### config.mk
export PLATFORM = sky130hd
export DESIGN_NAME = image_window_display
export DESIGN_NICKNAME = d
export VERILOG_FILES = /design/src/rtl/image_window_display.sv
export SDC_FILE = /design/constraint.sdc
export NUM_CORES = 1
export LEC_CHECK = 0
export ABC_AREA = 1
export CAP_MARGIN = 20
export CORE_MARGIN = 5
export CORE_UTILIZATION = 54
export CTS_CLUSTER_DIAMETER = 200
export CTS_CLUSTER_SIZE = 12
export DETAILED_ROUTE_END_ITERATION = 10
export PLACE_DENSITY = 0.89
export SYNTH_ARGS = -nofsm -noshare
export SYNTH_HDL_FRONTEND = slang
export SYNTH_SLANG_ARGS = --single-unit
### constraint.sdc
create_clock -name clk -period 1.9 [get_ports clk]
set_input_delay 0.285 -clock clk [delete_from_list [all_inputs] [get_ports clk]]
set_output_delay 0.285 -clock clk [all_outputs]
set_load 0.01 [all_outputs]
### src/rtl/image_window_display.sv
// Pixel-fetch and compositing stage: maps the scan position onto an image window,
// fetches pixels from the image RAM and drives registered RGB with aligned side-band.
module image_window_display #(
    parameter int                PIX_W      = 24,
    parameter int                XY_W       = 10,
    parameter int                WIN_X0     = 120,
    parameter int                WIN_Y0     = 40,
    parameter int                IMG_W      = 400,
    parameter int                IMG_H      = 400,
    parameter int                SCALE_LOG2 = 0,
    parameter int                ADDR_W     = 18,
    parameter int                RAM_LAT    = 1,
    parameter logic [PIX_W-1:0]  BG_COLOR   = 24'h000000,
    parameter int                CHK_LOG2   = 4
) (
    input  logic              clk,
    input  logic              reset,
    input  logic [XY_W-1:0]   x,
    input  logic [XY_W-1:0]   y,
    input  logic              active,
    input  logic              start,
    input  logic [1:0]        mode,
    output logic [ADDR_W-1:0] ram_addr,
    output logic              ram_rd_en,
    input  logic [PIX_W-1:0]  data_ram,
    output logic [7:0]        red,
    output logic [7:0]        green,
    output logic [7:0]        blue,
    output logic              frame_done
);

    typedef enum logic [1:0] {IDLE, ARM, SHOW} state_t;

    localparam logic [31:0] WIN_W = 32'(IMG_W) << SCALE_LOG2;
    localparam logic [31:0] WIN_H = 32'(IMG_H) << SCALE_LOG2;
    localparam int          SB_W  = 6;

    state_t            state_reg;
    logic [1:0]        mode_q_reg;
    logic [PIX_W-1:0]  rgb_reg;
    logic [SB_W-1:0]   sb_reg [0:RAM_LAT];

    logic [XY_W:0]     dx;
    logic [XY_W:0]     dy;
    logic              frame_start;
    logic              show_now;
    logic              in_win;
    logic              is_last;
    logic              chk_bit;
    logic [1:0]        mode_now;
    logic [SB_W-1:0]   sb_now;
    logic [SB_W-1:0]   sb_out;
    logic [PIX_W-1:0]  pix_next;

    // Unsigned wrap makes coordinates left of / above the window compare as large.
    assign dx          = {1'b0, x} - (XY_W+1)'(WIN_X0);
    assign dy          = {1'b0, y} - (XY_W+1)'(WIN_Y0);
    assign frame_start = (x == '0) && (y == '0);
    assign in_win      = active && (32'(dx) < WIN_W) && (32'(dy) < WIN_H);
    assign is_last     = (32'(dx) == WIN_W - 32'd1) && (32'(dy) == WIN_H - 32'd1);
    assign chk_bit     = dx[CHK_LOG2] ^ dy[CHK_LOG2];

    // State transitions at frame start already govern the frame-start pixel itself.
    assign show_now = ((state_reg == SHOW) && !(frame_start && !start)) ||
                      ((state_reg == ARM) && frame_start && start);
    assign mode_now = (frame_start && show_now) ? mode : mode_q_reg;

    assign sb_now = {show_now, active, in_win, mode_now, chk_bit};
    assign sb_out = sb_reg[RAM_LAT];

    always_comb begin
        pix_next = '0;
        if (sb_out[5] && sb_out[4]) begin
            if (!sb_out[3]) begin
                pix_next = BG_COLOR;
            end else begin
                case (sb_out[2:1])
                    2'd0:    pix_next = data_ram;
                    2'd1:    pix_next = 24'h00FF00;
                    2'd2:    pix_next = sb_out[0] ? 24'hFFFFFF : 24'h000000;
                    default: pix_next = BG_COLOR;
                endcase
            end
        end
    end

    always_ff @(posedge clk or negedge reset) begin
        if (!reset) begin
            state_reg  <= IDLE;
            mode_q_reg <= 2'd0;
            ram_addr   <= '0;
            ram_rd_en  <= 1'b0;
            frame_done <= 1'b0;
            rgb_reg    <= '0;
            for (int i = 0; i <= RAM_LAT; i++) begin
                sb_reg[i] <= '0;
            end
        end else begin
            case (state_reg)
                IDLE: if (start) state_reg <= ARM;
                ARM: begin
                    if (frame_start && start) state_reg <= SHOW;
                    else if (!start)          state_reg <= IDLE;
                end
                SHOW: if (frame_start && !start) state_reg <= IDLE;
                default: state_reg <= IDLE;
            endcase

            if (frame_start && show_now) begin
                mode_q_reg <= mode;
            end

            ram_addr   <= ADDR_W'(((32'(dy) >> SCALE_LOG2) * 32'(IMG_W)) + (32'(dx) >> SCALE_LOG2));
            ram_rd_en  <= show_now && in_win && (mode_now == 2'd0);
            frame_done <= show_now && is_last;

            // Side-band rides alongside the RAM read so every mode has the same latency.
            sb_reg[0] <= sb_now;
            for (int i = 1; i <= RAM_LAT; i++) begin
                sb_reg[i] <= sb_reg[i-1];
            end
            rgb_reg <= pix_next;
        end
    end

    assign red   = rgb_reg[23:16];
    assign green = rgb_reg[15:8];
    assign blue  = rgb_reg[7:0];

endmodule

==> reports/qor.yml, run 1 <==
first_pass_iters: 8
regToRegSetupSlack_ps: 280
crit_path_start_kind: "primary input"
synth-compound-area-share_pct: 6.96
core_mm2: 0.00679
slew_headroom_pct: 57.6
synth.area.mux_share_pct: 0
viasPerCell: 6.19
worstReg2RegStart: "sb_out[1]"
track_usage_pct: 34.7
grt_pass1_wl_mm: 23.0
synth_common_cells: "nand2_1 (107), inv_1 (79), dfrtp_1 (58)"
min_path_type: "flip-flop to flip-flop"
switchingPower_uw: 2790
synth_top_family_by_area: "simple AND/OR/NAND/NOR gates"
yosys.area.top_type: "dfrtp_1"
drc: 0
cts_root_buf: "clkbuf_8"
largest_reg_flops: 24
netSwitchingFraction_pct: 42.7
r2r_cells: 6
finish.utilization_pct: 94.3
regArea_mm2: 0.00145
nNetsFinal: 748
end_kind: "flip-flop"
cts-buffers-inserted: 9
io_pins: 94
holdPathStages: 0
clk_path_buf_depth: 2
power.share.combinational_pct: 61.1
max_freq_mhz: 324
power_leakage_uw: 0.00300
p_per_area_mw_per_mm2: 1020
fin_skew_ps: 11.0
multi_input_area_mm2: 0.00274
ys_warn_count: 0
drtIter0Drc: 483
period_minus_slack_ps: 3080
setup_violations: 12
violations: "setup timing"
dp_cells: 720
gp_congestion: 0.840
worstPathArrival_ps: 3320
synth_top_flop_cell: "dfrtp_1"
synth.top_cell.area_share_pct: 38.6
die-area_mm2: 0.00872
synthTopCellsByArea: "dfrtp_1 (39%), ha_1 (16%), nand2_1 (11%)"
clock_latency_ps: 360
synthSimpleGateAreaFrac_pct: 21.5
peakVddDrop_v: 0.000968
drt-total-wl_mm: 18.5
syn_nets: 559
synth_fa_ha_area_share_pct: 18.9
antenna_found_initial: 1
synth_xor_xnor_area_share_pct: 5.80
maxSlewViolCount: 0
num-fill-cells: 180
avgSynthCellArea_um2: 8.24
synth_cell_types: 27
grt_pass1_vias: 4516
clkPwrFrac_pct: 16.7
tightest_slew_ps: 637
hp-start: "sb_reg[10]"
hold_path_end: "sb_out[4]"
die_y_um: 93.4
seqPwrFrac_pct: 22.2
ant_nets: 0
cts_tree: "built"
outcome: "finished, violations left"
finalHoldViolCount: 0
overflow: 0
place_hpwl_mm: 8.63
h-tree-depth: 3
post-route-period-util_pct: 162
async_flop_share_pct: 100
syn_area_mm2: 0.00376
row_count: 30
synthCells: 456
synth_seq_area_share_pct: 38.6
routedWlPerCell_um: 24.8
clk_pin_slew_worst_paths_ps: 80
grt_max_degree: 35
drive_above_1_share_pct: 36.8
die_w_um: 93.4
cts.sinks: 58
setup_slack_ps: -1180
crit_type: "primary input to flip-flop"
required_ps: 2140
vias: 4622
crit_path_max_fanout: 4
intPower_uw: 3740
grt_setup_unrepaired: "true"
start_util_pct: 55.3
cap_violations: 0
area_delta_synth_final_pct: 70.6
stdcell_count: 747
numPortBuffers: 93
r2r-end: "rgb_reg[11]"
synth_edf_count: 0
synth.most_common_cell: "nand2_1"
ys_seq_elements: 58
-- placed cells by master (no fill, tap or decap), types with 5 or more instances in the layout --
| master | instances |
|---|---|
| nor2_2 | 7 |
| nand2_1 | 77 |
| xnor2_1 | 5 |
| nand2_2 | 25 |
| buf_6 | 6 |
| nand3_2 | 7 |
| fa_1 | 5 |
| nand2_4 | 6 |
| xor2_1 | 11 |
| inv_2 | 21 |
| nand3_1 | 22 |
| clkbuf_8 | 10 |
| buf_2 | 6 |
| inv_1 | 56 |
| o21ai_1 | 5 |
| nor2_4 | 6 |
| ha_1 | 14 |
| ha_4 | 30 |
| a21oi_1 | 26 |
| nor2_1 | 31 |
| dfrtp_1 | 58 |
| buf_4 | 81 |
| clkdlybuf4s50_1 | 80 |
-- power groups by stage --
stage | Combinational, uW | Clock (uW) | Sequential, uW
2_1_floorplan | 1460 | 0 | 1530
3_3_place_gp | 2610 | 0 | 1450
3_5_place_dp | 2720 | 0 | 1460
4_1_cts | 3120 | 1030 | 1440
5_1_grt | 4140 | 1140 | 1460
6_report | 3990 | 1090 | 1450
-- per-layer routing --
| layer | wire length (um) | global-route usage (%) |
|---|---|---|
| met1 | 5920 | 36.0 |
| met4 | 1900 | 20.3 |
| met2 | 8520 | 62.9 |
| met5 | 0 | 0 |
| met3 | 2150 | 8.45 |
-- stage by stage --
stage / setup TNS (ps) / total power, uW / hold slack, ps / area [um^2] / setup WS [ps]
after floorplan: -8290 / 2990 / -10.6 / 3940 / -1160
after global placement: -18030 / 4060 / 305 / 5570 / -1870
after detailed placement: -20130 / 4180 / 311 / 5570 / -2030
after CTS: -7400 / 5590 / 353 / 6050 / -1090
after global routing: -9440 / 6740 / 371 / 6410 / -1310
final: -8810 / 6530 / 370 / 6410 / -1180
-- worst max path at each step --
stage | start | end | slack, ps
CTS | y[3] | ram_addr[17] | -1090
global placement | y[3] | ram_addr[17] | -1870
global route | y[4] | ram_addr[16] | -1310
finish | y[4] | ram_addr[16] | -1180
detailed placement | y[3] | ram_addr[17] | -2030
floorplan | y[3] | ram_addr[16] | -1160
-- cell families after synthesis --
kind of cell,count (synthesis)
xor gates and xnor gates,24
and+or+nand+nor,191
DFF,58
buffers and inverters,83
AOI/OAI and AO/OA,47
adders and majority gates,53
-- area by class of cell --
class	count	area share, %
antenna	1	0.0391
clock buffer	10	2.15
clock inverter	6	0.645
inverter	79	4.73
multi-input combinational	315	42.8
sequential	58	22.7
tap	96	1.87
timing repair buffer	182	25.2
-- critical path, cell delays in order --
cell,delay (ps)
buf_2,110
buf_4,140
o211ai_1,240
nand2_1,160
buf_6,170
ha_2,220
ha_4,270
inv_2,40
fa_1,500
inv_2,50
ha_4,240
nand2_4,120
nor2_2,60
nor2_2,140
nand2_1,80
nand2_2,100
nand2_4,80
nor2_4,100
nand2_1,70
nand2_1,70
nand2_1,60
-- repair_timing --
item | CTS | global route
hold buffers | 1 | 0
buffers inserted | 8 | 3
endpoints found under the setup margin | 14 | 13
hold endpoints to repair | 24 | 0
pin swaps | 46 | 43
gates resized for setup | 87 | 69
Power figures use the tool's default switching activity.
==> run 2, diff against run 1 <==
--- a/config.mk
+++ b/config.mk
@@ -5,14 +5,15 @@
 export SDC_FILE = /design/constraint.sdc
 export NUM_CORES = 1
 export LEC_CHECK = 0
-export ABC_AREA = 1
 export CAP_MARGIN = 20
+export CELL_PAD_IN_SITES_DETAIL_PLACEMENT = 0
+export CELL_PAD_IN_SITES_GLOBAL_PLACEMENT = 1
 export CORE_MARGIN = 5
-export CORE_UTILIZATION = 54
+export CORE_UTILIZATION = 34
 export CTS_CLUSTER_DIAMETER = 200
 export CTS_CLUSTER_SIZE = 12
 export DETAILED_ROUTE_END_ITERATION = 10
-export PLACE_DENSITY = 0.89
+export PLACE_DENSITY = 0.79
 export SYNTH_ARGS = -nofsm -noshare
 export SYNTH_HDL_FRONTEND = slang
 export SYNTH_SLANG_ARGS = --single-unit
==> constraint.sdc (replaced) <==
create_clock -name clk -period 2.65 [get_ports clk]
set_input_delay 0.3975 -clock clk [delete_from_list [all_inputs] [get_ports clk]]
set_output_delay 0.3975 -clock clk [all_outputs]
set_load 0.01 [all_outputs]
==> run 2 against run 1 <==
Against the previous run: sequential power down 28%; the flow still finishes with violations (setup timing); count of clock-buffer cells in the layout up 1; area after synthesis down 3.7%; total power down 32%; register-to-register slack better by 590 ps; synthesized cell count down 21%; non-clock buffer count up 11; final area down 4.0%; die area up 47%.
==> reports/qor.yml, run 2 <==
outcome: "finished, violations left"
violations: "setup timing"
drtIter0Drc: 113
yosys.area.top_type: "dfrtp_1"
h-tree-depth: 3
drt-total-wl_mm: 10.4
post-route-period-util_pct: 126
clock_latency_ps: 340
num-fill-cells: 877
area_delta_synth_final_pct: 70.0
insertedDiodeCount: 0
overflow: 0
cp_cell_sequence: "clkdlybuf4s50_1 > or4_1 > xor2_1 > buf_4 > ha_1 > inv_1 > ha_1 > ha_1 > ha_1 > xor2_1 > nor4_4 > xnor2_1"
end_kind: "flip-flop"
slowest_delay_ps: 540
clk_pin_slew_worst_paths_ps: 70
gp_congestion: 0.820
grt_setup_unrepaired: "true"
stdcell_area_mm2: 0.00615
vias: 3359
stdcell_count: 695
crit_path_start_kind: "primary input"
core_mm2: 0.0104
mostFrequentLayoutCell: "buf_4"
cts_tree: "built"
synth_common_cells: "dfrtp_1 (58), ha_1 (47), a21oi_1 (38), inv_1 (38), nand2_1 (28)"
first_pass_iters: 4
power_leakage_uw: 0.00285
routedWlPerCell_um: 15.0
synthTopCellsByArea: "dfrtp_1 (40%), ha_1 (16%), a21oi_1 (5.3%)"
syn_area_mm2: 0.00362
period_minus_slack_ps: 3340
dp_cells: 668
die-area_mm2: 0.0128
critPathBufInv: 3
cpMaxStageDelayCell: "or4_1"
cts-buffers-inserted: 9
ant_nets: 0
viasPerCell: 4.83
place_area_mm2: 0.00542
path_common_cell: "ha_1"
p_per_area_mw_per_mm2: 722
r2r_cells: 2
grt_max_degree: 26
cts.sinks: 58
die_y_um: 113
nNetsFinal: 658
largest_reg_flops: 24
finish.utilization_pct: 59.3
track_usage_pct: 16.6
start_util_pct: 34.9
grt_pass1_wl_mm: 17.1
drc: 0
crit_type: "primary input to flip-flop"
finalHoldViolCount: 0
synth.most_common_cell: "dfrtp_1"
fin_skew_ps: 10.8
synth_top_flop_cell: "dfrtp_1"
slew_headroom_pct: 40.0
setup_slack_ps: -687
clk_path_buf_depth: 2
pre_cts_ws_ps: -1810
peakVddDrop_v: 0.000427
io_pins: 94
tightest_slew_ps: 897
setup_violations: 7
worstPathArrival_ps: 3560
antenna_found_initial: 0
worstReg2RegStart: "sb_out[1]"
synth_seq_area_share_pct: 40.1
synth.top_cell.area_share_pct: 40.1
drive_above_1_share_pct: 35.6
synth_cell_types: 46
synthCells: 362
die_w_um: 113
syn_nets: 465
grt_pass1_vias: 3600
crit_path_max_fanout: 3
row_count: 37
cts_root_buf: "clkbuf_8"
cts_hold_buf: 0
min_path_type: "primary input to async pin"
required_ps: 2870
final_cell_mix: "buf_4 (93), clkdlybuf4s50_1 (84), dfrtp_1 (58)"
avgSynthCellArea_um2: 9.99
ys_seq_elements: 58
regToRegSetupSlack_ps: 870
async_flop_share_pct: 100
place_hpwl_mm: 7.99
crit_family: "adder cells"
synth_edf_count: 0
cap_violations: 0
ys_warn_count: 0
numPortBuffers: 93
maxSlewViolCount: 0
r2r-end: "rgb_reg[5]"
max_freq_mhz: 300
==> run 2: changes by cell type after synthesis, moves of 8 or more <==
cell,previous run,this run
o21bai_1,1,9
nand3_1,29,7
nand2_1,107,28
xnor2_1,8,17
inv_1,79,38
nor2_1,40,20
==> run 2: worst max-delay path by stage <==
stage / startpoint / slack [ps] / endpoint / depth (start not counted)
final: y[8] / -690 / ram_addr[17] / 12
after global routing: y[3] / -810 / ram_addr[16] / 20
after CTS: y[3] / -730 / ram_addr[17] / 18
after detailed placement: y[3] / -1810 / ram_addr[17] / 19
after global placement: y[3] / -1580 / ram_addr[17] / 19
after floorplan: y[3] / -1100 / ram_addr[17] / 18
==> run 2: area by class of cell <==
class                           count  area (um^2)  share of cell area, %
Clock buffer                       11          141                   2.30
Clock inverter                      4         52.6                  0.855
Inverter                           38          148                   2.40
Multi-Input combinational cell    255         2490                   40.5
Sequential cell                    58         1450                   23.6
Tap cell                          136          170                   2.77
Timing Repair Buffer              193         1700                   27.6
==> run 2: metrics by stage <==
step	hold WS (ps)	setup TNS (ps)	total power, uW
after global routing	80.1	-4320	4760
after floorplan	102	-4940	2130
after CTS	28.9	-3330	4230
after global placement	331	-11670	3000
final	41.3	-3320	4440
after detailed placement	337	-12880	3060
==> run 2: cell families after synthesis <==
logic type	synth area share, %
DFF	40.1
buffers and inverters	5.08
adders and majority gates	19.6
and+or+nand+nor	12.2
muxes	1.00
AOI/OAI and AO/OA	14.0
xor gates and xnor gates	7.99
==> run 2: what timing repair did <==
| item | CTS | global route |
|---|---|---|
| hold endpoints to repair | 0 | 0 |
| gates resized for setup | 82 | 28 |
| buffers inserted | 9 | 4 |
| setup endpoints to repair | 9 | 7 |
| pin swaps | 37 | 21 |
==> run 2: where the power goes <==
group | internal, uW | switching, uW | total [uW]
combinational | 1400 | 1200 | 2600
sequential | 1010 | 31.7 | 1040
clock | 454 | 347 | 801
total | 2860 | 1580 | 4440
==> run 2: per-layer routing <==
| metal | vias up | GRT usage, % | share of wire, % | wire, um |
|---|---|---|---|---|
| met5 | - | 0 | 0 | 0 |
| met4 | 0 | 6.41 | 1.8 | 185 |
| met3 | 15 | 3.48 | 5.4 | 567 |
| met2 | 99 | 29.7 | 51 | 5380 |
| met1 | 1618 | 19.4 | 41 | 4310 |
| li1 | 1627 | - | - | - |
